`src/rtl/branch_ctrl_pkg.sv`:
```
// ---------------------------------------------------------------------------
// branch_ctrl_pkg
//    Shared definitions for the branch flush controller: the sequencer
//    state encoding and the pc_sel mux encodings driven towards the fetch
//    stage PC mux.
// ---------------------------------------------------------------------------
package branch_ctrl_pkg;

   // IDLE: no predicted branch in EX; PENDING: captured branch is in EX
   typedef enum logic {
      IDLE    = 1'b0,
      PENDING = 1'b1
   } state_t;

   // Next-PC mux select encodings (value 3 is unused)
   localparam logic [1:0] PCSEL_SEQ     = 2'd0;
   localparam logic [1:0] PCSEL_PRED    = 2'd1;
   localparam logic [1:0] PCSEL_RECOVER = 2'd2;

endpackage

```
`src/rtl/branch_flush_ctrl_sat_counter.sv`:
```
// ---------------------------------------------------------------------------
// sat_counter
//    Saturating up-counter used for branch statistics.
//    Ports:
//       clk   - clock, rising edge
//       clr   - synchronous clear, wins over inc
//       inc   - increment request for this cycle
//       count - current count, sticks at all-ones
// ---------------------------------------------------------------------------
module sat_counter #(
   parameter int W = 16
) (
   input  logic         clk,
   input  logic         clr,
   input  logic         inc,
   output logic [W-1:0] count
);

   // Count up on inc, hold once the all-ones value is reached
   always_ff @(posedge clk) begin
      if (clr) begin
         count <= '0;
      end else if (inc && (count != {W{1'b1}})) begin
         count <= count + 1'b1;
      end
   end

endmodule

```
`src/rtl/branch_flush_ctrl.sv`:
```
// ---------------------------------------------------------------------------
// branch_flush_ctrl
//    Control-flow sequencer sitting between the ID-stage branch predictor
//    and the IF/ID, ID/EX pipeline registers. Tracks the single in-flight
//    predicted branch from ID into EX, keeps its recovery PC, resolves it
//    against the EX comparison and arbitrates redirects, stalls and flushes.
//
//    Optional feature macro: BRANCH_STATS_EN builds the two saturating
//    statistics counters; without it the counter ports are tied to zero.
//
//    Ports:
//       clk_i            - clock, rising edge
//       rst_i            - synchronous active-low reset
//       id_branch_i      - ID holds a conditional branch
//       id_predict_i     - predictor verdict for the ID branch (1 = taken)
//       id_pc_i          - PC of the ID instruction
//       id_target_i      - branch target computed in ID
//       load_use_i       - load-use hazard on the ID instruction
//       ex_equal_i       - EX comparison result for the pending branch
//       pc_sel_o         - next-PC select (seq / predicted / recovery)
//       redirect_pc_o    - recovery PC of the pending branch
//       stall_pc_o       - hold the PC
//       stall_if_id_o    - hold IF/ID
//       flush_if_id_o    - bubble into IF/ID
//       flush_id_ex_o    - bubble into ID/EX
//       update_o         - predictor training strobe
//       update_taken_o   - actual outcome for training
//       branch_cnt_o     - resolved branch count
//       mispredict_cnt_o - mispredict count
// ---------------------------------------------------------------------------
module branch_flush_ctrl
   import branch_ctrl_pkg::*;
#(
   parameter int XLEN  = 32,
   parameter int CTR_W = 16
) (
   input  logic             clk_i,
   input  logic             rst_i,
   input  logic             id_branch_i,
   input  logic             id_predict_i,
   input  logic [XLEN-1:0]  id_pc_i,
   input  logic [XLEN-1:0]  id_target_i,
   input  logic             load_use_i,
   input  logic             ex_equal_i,
   output logic [1:0]       pc_sel_o,
   output logic [XLEN-1:0]  redirect_pc_o,
   output logic             stall_pc_o,
   output logic             stall_if_id_o,
   output logic             flush_if_id_o,
   output logic             flush_id_ex_o,
   output logic             update_o,
   output logic             update_taken_o,
   output logic [CTR_W-1:0] branch_cnt_o,
   output logic [CTR_W-1:0] mispredict_cnt_o
);

   state_t state_q;
   state_t next_state;
   logic   pred_q;
   logic   pending;
   logic   mispredict;
   logic   accept;

   // A mispredict squashes whatever sits in ID, so a branch there can only
   // be captured when the pending one resolved correctly (or none exists)
   assign pending    = (state_q == PENDING);
   assign mispredict = pending & (pred_q ^ ex_equal_i);
   assign accept     = id_branch_i & ~load_use_i & ~mispredict;

   // State, predicted direction and recovery PC registers. The recovery PC
   // is the path not taken by the prediction: fall-through when predicted
   // taken, the target when predicted not-taken.
   always_ff @(posedge clk_i) begin
      if (!rst_i) begin
         state_q       <= IDLE;
         pred_q        <= 1'b0;
         redirect_pc_o <= '0;
      end else begin
         state_q <= next_state;
         if (accept) begin
            pred_q        <= id_predict_i;
            redirect_pc_o <= id_predict_i ? (id_pc_i + XLEN'(4)) : id_target_i;
         end
      end
   end

   // Next-state and prioritised control outputs: mispredict recovery first,
   // then load-use stall, then the predicted-taken redirect. Every control
   // is held low while reset is asserted.
   always_comb begin
      next_state     = IDLE;
      pc_sel_o       = PCSEL_SEQ;
      stall_pc_o     = 1'b0;
      stall_if_id_o  = 1'b0;
      flush_if_id_o  = 1'b0;
      flush_id_ex_o  = 1'b0;
      update_o       = 1'b0;
      update_taken_o = 1'b0;
      if (rst_i) begin
         if (pending) begin
            update_o       = 1'b1;
            update_taken_o = ex_equal_i;
         end
         if (mispredict) begin
            pc_sel_o      = PCSEL_RECOVER;
            flush_if_id_o = 1'b1;
            flush_id_ex_o = 1'b1;
         end else if (load_use_i) begin
            stall_pc_o    = 1'b1;
            stall_if_id_o = 1'b1;
            flush_id_ex_o = 1'b1;
         end else if (accept && id_predict_i) begin
            pc_sel_o      = PCSEL_PRED;
            flush_if_id_o = 1'b1;
         end
         if (accept) begin
            next_state = PENDING;
         end
      end
   end

`ifdef BRANCH_STATS_EN
   // Resolved-branch and mispredict statistics, cleared by reset
   sat_counter #(.W(CTR_W)) u_branch_cnt (
      .clk   (clk_i),
      .clr   (~rst_i),
      .inc   (update_o),
      .count (branch_cnt_o)
   );

   sat_counter #(.W(CTR_W)) u_mispredict_cnt (
      .clk   (clk_i),
      .clr   (~rst_i),
      .inc   (mispredict & rst_i),
      .count (mispredict_cnt_o)
   );
`else
   assign branch_cnt_o     = '0;
   assign mispredict_cnt_o = '0;
`endif

endmodule
```
`config.mk`:
```
export PLATFORM = sky130hd
export DESIGN_NAME = branch_flush_ctrl
export DESIGN_NICKNAME = d
export VERILOG_FILES = /design/src/rtl/branch_ctrl_pkg.sv /design/src/rtl/branch_flush_ctrl_sat_counter.sv /design/src/rtl/branch_flush_ctrl.sv
export SDC_FILE = /design/constraint.sdc
export NUM_CORES = 1
export LEC_CHECK = 0
export BUFFER_PORTS_ARGS = -buffer_cell sky130_fd_sc_hd__clkbuf_2
export CORE_MARGIN = 4
export CORE_UTILIZATION = 40
export DETAILED_ROUTE_END_ITERATION = 10
export HOLD_SLACK_MARGIN = 0.15
export PLACE_DENSITY_LB_ADDON = 0.15
export SYNTH_ARGS = -nofsm -noshare
export SYNTH_HDL_FRONTEND = slang
export SYNTH_SLANG_ARGS = --single-unit
```
`constraint.sdc`:
```
create_clock -name clk_i -period 1.5 [get_ports clk_i]
set_clock_uncertainty 0.05 [all_clocks]
set_input_delay 0.075 -clock clk_i [delete_from_list [all_inputs] [get_ports clk_i]]
set_output_delay 0.075 -clock clk_i [all_outputs]
set_load 0.05 [all_outputs]
```
-- Word-level counts from Yosys, hierarchy flattened
Cells that the tools add are included.
- bits in read-only memories: 0
- memories: 0
- bits in writable memories: 0
- latch bits: 0
- flip-flop bits (word level): 34
- multiply operators: 0
- $lt $le $gt $ge: 0
- shift-type cells: 0
- multiplexer cells: 19
- divide/modulo/power cells: 0
- bitwise gates (word level): 6
- add/subtract/negate cells: 1
- reduce and logical (&&, ||, !) cells: 1
- eq/ne operators: 0
- operators with widths (kind ; count):
    $add A32 B3 Y32 const B ; 1
    $mux W32 ; 1
    $mux W1 ; 16
    $mux W2 ; 2
    $and A1 B1 Y1 ; 3
    $not A1 Y1 ; 2
    $logic_and A1 B1 Y1 ; 1
    $xor A1 B1 Y1 ; 1

-- Depth between registers and ports, before layout
- depth after elaboration: 9
- mapped depth: 6

-- Least setup slack after synthesis
No wires, ideal clock.
- kind: input to output
- start: in rst_i
- end: out stall_pc_o
- setup slack: -491 ps
- stages: 5
- buffers on the path: 3
- arrival: 1866 ps
- data required time: 1375 ps
- cells stage by stage: clkbuf_1 > clkbuf_1 > nand2_1 > a21oi_1 > buf_4
- longest elaborated chain between the ends: 1
- RTL lines (element ; RTL line ; text):
    start, declared ; branch_flush_ctrl.sv:38 ; input logic rst_i,
    $mux W1 ; - ;
    end, declared ; branch_flush_ctrl.sv:47 ; output logic stall_pc_o,
No other way between the ends.

-- Worst setup path in the final report
- start: reg pred_q
- end: reg redirect_pc_o[31]
- longest elaborated chain between the ends: 4
- RTL lines (element ; RTL line ; text):
    start, declared ; branch_flush_ctrl.sv:59 ; logic pred_q;
    start signal, assigned ; branch_flush_ctrl.sv:81 ; pred_q <= id_predict_i;
    $xor A1 B1 Y1 ; branch_flush_ctrl.sv:67 ; assign mispredict = pending & (pred_q ^ ex_equal_i);
    $and A1 B1 Y1 ; branch_flush_ctrl.sv:67 ;
    $not A1 Y1 ; branch_flush_ctrl.sv:68 ; assign accept = id_branch_i & ~load_use_i & ~mispredict;
    $and A1 B1 Y1 ; branch_flush_ctrl.sv:68 ;
    end signal, assigned ; branch_flush_ctrl.sv:82 ; redirect_pc_o <= id_predict_i ? (id_pc_i + XLEN'(4)) : id_target_i;
    end, declared ; branch_flush_ctrl.sv:46 ; output logic [XLEN-1:0] redirect_pc_o,
No other way between the ends.
A chain may end at the register's enable or synchronous reset.

==> results.md <==
- The path category of the worst min-delay check is in2reg.
- Summing all multi-input logic gate instances after layout gives 1660 um^2.
- The clock tree from TritonCTS is done.
- The floorplan step defined a core boundary enclosing 5920 um^2.
- The number of endpoints with negative hold slack in the final report is 0.
- The power per cell area is 690 nW/um^2.
- The checks that failed: negative setup slack.
- The number of clock buffers added by TritonCTS is 5.
- The met2 usage is 0.376.
- In the finished design, the share of the clock period the worst path needs comes to 1.03.
- The share of the Yosys chip area taken by registers is 0.279.
- The maximum number of pins on one net before global-route repair is 22.
- The library cell used as clock root buffer is sky130_fd_sc_hd__clkbuf_8.
- Once detailed placement completed, the half-perimeter wirelength came to 6380 um.
- The largest stage delay on the critical path is 0.34 ns.
- Synthesis inferred 34 register bits.
- The cell area that synthesis handed to floorplanning was 2440 um^2.
- Of the total power, the share spent switching nets is 0.397.
- The routed design has 8750 um of wire.
- The critical path goes through xor2_2, a21boi_2, buf_6, mux2_4, a22oi_2, nand3_1.
- The proportion of synthesized flip-flops having asynchronous set or reset is 0.
- The placed instances occupy a cell area of 3320 um^2.
- The antenna diode count is 0.
- The final critical delay including setup and external delays is 1.54 ns.
- A synthesized cell averages 7.76 um^2.
- The via count of the first global-routing pass is 2729.
- During synthesis, Yosys emitted a total of 0 warnings.
- The clock net in this run drives a total of 34 sinks.
- For this configuration, the core starts out at a cell density of 0.411.
- The floorplan step set the die height to 86.0 um.
- The slowest cell on the critical path is sky130_fd_sc_hd__dfxtp_2.
- The count of nets after finishing is 575.
- In the global route stage, overall resource usage came out at 0.225.
- The internal power component is 1650 uW.
- The number of levels in the clock H-tree is 2.
- In this run the deepest clock path goes through 2 buffers.
- Leaving out fill and tap cells, the most frequent cell in the layout is sky130_fd_sc_hd__clkbuf_2.
- The global placement routability congestion is 0.809.
- The sort of element at the start of the critical path is a flop.
- Of the cells placed in the final design, the portion with a size suffix greater than 1 is 0.448.
- The wire length of the first global-routing pass is 13500 um.
- Setup violations remaining at the end of the flow were counted as 5.
- The per-cell routed wire length is 15.1 um.
- The count of unique library cells instantiated by Yosys is 46.
- The switching power of the nets is 1090 uW.
- Headroom to the max-slew limit came out at 0.608.
- Clock-pin slew was measured on the worst setup and hold paths at 0.07 ns.
- During placement, the flow inserted port buffers numbering 109.
- The register area is 686 um^2.
- The largest fanout on the critical path is 5.
- The part of the total power dissipated in the clock network is 0.238.
- The number of inserted filler cells in the final layout is 533.
- In the synthesized netlist the dominant register cell turns out to be sky130_fd_sc_hd__dfxtp_1.
- The synthesized design contains 0 enable-type register cells.
- The total DRC errors in the routed layout is 0.
- The detailed router placed 2910 vias in this run.
- Compared with the post-synthesis result, the final layout area differs by 63.2%.
- Across the run, the number of max-cap violations was 0.
- Global routing finished with a remaining overflow of 0.
- The die outline area is 7400 um^2.
- For met3 alone, demand over resource in global routing was 0.0307.
- In this run the core area contains 28 standard-cell rows.
- The slew at the pin closest to its max-slew limit is 0.588 ns.
- Setup repair after global routing could not meet its margin everywhere.
- The residual antenna-violating net count after detailed routing is 0.
- The worst setup margin is -0.0448 ns.
- The required time reported for the critical path endpoint is 1.62 ns.
- The number of pins with negative max-slew slack in the final report was 0.
- The area of all placed cells without fillers is 3980 um^2.
- The first-pass iteration count of the detailed router is 4.
- The run finished, with violations left.
- For this design the top-level I/O count stands at 142.
- Static timing analysis puts the maximum clock frequency at 0.647 GHz.
- Data on the critical path arrives at its endpoint at 1.67 ns.
- The global routing usage on met1 is 0.302.
- The endpoint kind of the worst setup timing path is a flop.
- The width of the chip is 86.0 um.
- At the later pin of the worst-skew pair, clock insertion delay measures 0.28 ns.
- The post-synthesis cell count is 314.
- The share of total power dissipated in sequential elements is 0.362.
- The fraction of power consumed by combinational cells is 0.400.
- OpenSTA, run right after detailed placement, puts the worst setup slack at -0.210 ns.
- Leaving out fill and tap cells, the most frequent cells in the layout are sky130_fd_sc_hd__clkbuf_2, sky130_fd_sc_hd__buf_4, sky130_fd_sc_hd__conb_1, sky130_fd_sc_hd__dfxtp_1, sky130_fd_sc_hd__dlygate4sd3_1.
- The routing layer with the top usage in global route is met2.
- The worst-case IR drop observed on VDD is 391 uV.
- The static leakage is 0.00186 uW.
- After the first detailed-routing iteration, the DRC count stood at 139.
- The number of antenna violations at the first check in global routing came to 0.
- The worst setup path is of the reg2reg kind.
- The average via count per standard cell is 5.03.
flip-flops by register name, indices dropped and copies added, names as in the netlist:
| register | flops |
|---|---|
| pred_q | 1 |
| pending | 1 |
| redirect_pc_o | 32 |
worst max-delay path: cells and delay by family, from the launching register on:
kind                   cells  cell delay [ns]
flip-flops                 1             0.34
XOR/XNOR                   1             0.15
buffers and inverters      1             0.16
AND/OR/NAND/NOR            1             0.09
multiplexers               1             0.30
AO/OA/AOI/OAI              2             0.34
Yosys cell counts (3+ instances only):
cell,count,area share
sky130_fd_sc_hd__nor2_1,17,0.026
sky130_fd_sc_hd__a31oi_1,3,0.0077
sky130_fd_sc_hd__nor4_2,4,0.021
sky130_fd_sc_hd__clkbuf_1,15,0.023
sky130_fd_sc_hd__dfxtp_1,34,0.28
sky130_fd_sc_hd__nor4_1,3,0.0077
sky130_fd_sc_hd__nand3_1,16,0.033
sky130_fd_sc_hd__or3_1,3,0.0077
sky130_fd_sc_hd__mux2i_1,5,0.021
sky130_fd_sc_hd__xor2_1,13,0.047
sky130_fd_sc_hd__o21ai_0,13,0.027
sky130_fd_sc_hd__nand4_1,10,0.026
sky130_fd_sc_hd__inv_1,13,0.020
sky130_fd_sc_hd__nand2_1,24,0.037
sky130_fd_sc_hd__and3_1,13,0.033
sky130_fd_sc_hd__nor3_1,4,0.0082
sky130_fd_sc_hd__a31o_2,3,0.011
sky130_fd_sc_hd__a211oi_1,4,0.012
sky130_fd_sc_hd__or4_1,3,0.0092
sky130_fd_sc_hd__a21oi_1,21,0.043
sky130_fd_sc_hd__buf_4,33,0.10
sky130_fd_sc_hd__o211ai_1,9,0.028
sky130_fd_sc_hd__o22ai_1,11,0.028
sky130_fd_sc_hd__xnor2_1,12,0.043
timing repair:
item | CTS | global route
pin swaps | 4 | 3
hold buffers | 31 | 0
endpoints found under the setup margin | 23 | 28
gates cloned | 0 | 1
resized for setup | 17 | 44
endpoints found under the hold margin | 25 | 0
buffers inserted | 2 | 5
layout make-up:
cell class              instances  area share
clock buffers                   5      0.0173
well taps                      75      0.0236
clock inverters                 2     0.00252
repair buffers                202       0.356
flip-flops and latches         34       0.172
multi-input cells             248       0.416
inverters                      13      0.0123
through the flow:
stage,util,setup TNS (ns),std cells,hold WS (ns),total power (uW)
after floorplan,-,-0.761,345,0.207,1690
after global placement,0.560,-1.23,534,0.304,1950
after detailed placement,0.560,-1.75,534,0.304,1960
after CTS,0.641,-0.0275,574,0.151,2690
after global routing,0.672,-1.23,579,0.155,2860
final,0.672,-0.119,579,0.157,2740
power groups by stage:
stage	clock [uW]	sequential, uW	combinational [uW]
floorplan	0	1180	503
global placement	0	1010	940
detailed placement	0	1010	945
CTS	663	990	1040
global route	700	998	1160
finish	653	992	1100
layer usage:
metal,wire length (um),vias up
met5,0,-
met4,114,0
met3,545,9
met2,4390,99
met1,3700,1351
li1,-,1451
kinds of logic after synthesis:
logic type	after synthesis	synth area share
simple gates	109	0.256
other cells	1	0.00154
compound gates	75	0.194
xor+xnor	25	0.0899
flops	34	0.279
fa+ha+maj	1	0.00514
buf+inv	63	0.149
mux	6	0.0252
final timing paths:
check	start	end	slack (ns)	cells after the start
hold / removal	id_target_i[22]	redirect_pc_o[22]	0.16	4
hold reg to reg	redirect_pc_o[6]	redirect_pc_o[6]	0.41	2
setup / recovery	pred_q	redirect_pc_o[31]	-0.04	6
setup reg to reg	pred_q	redirect_pc_o[31]	-0.04	6
Note: power is estimated with default switching activity, not from simulation.
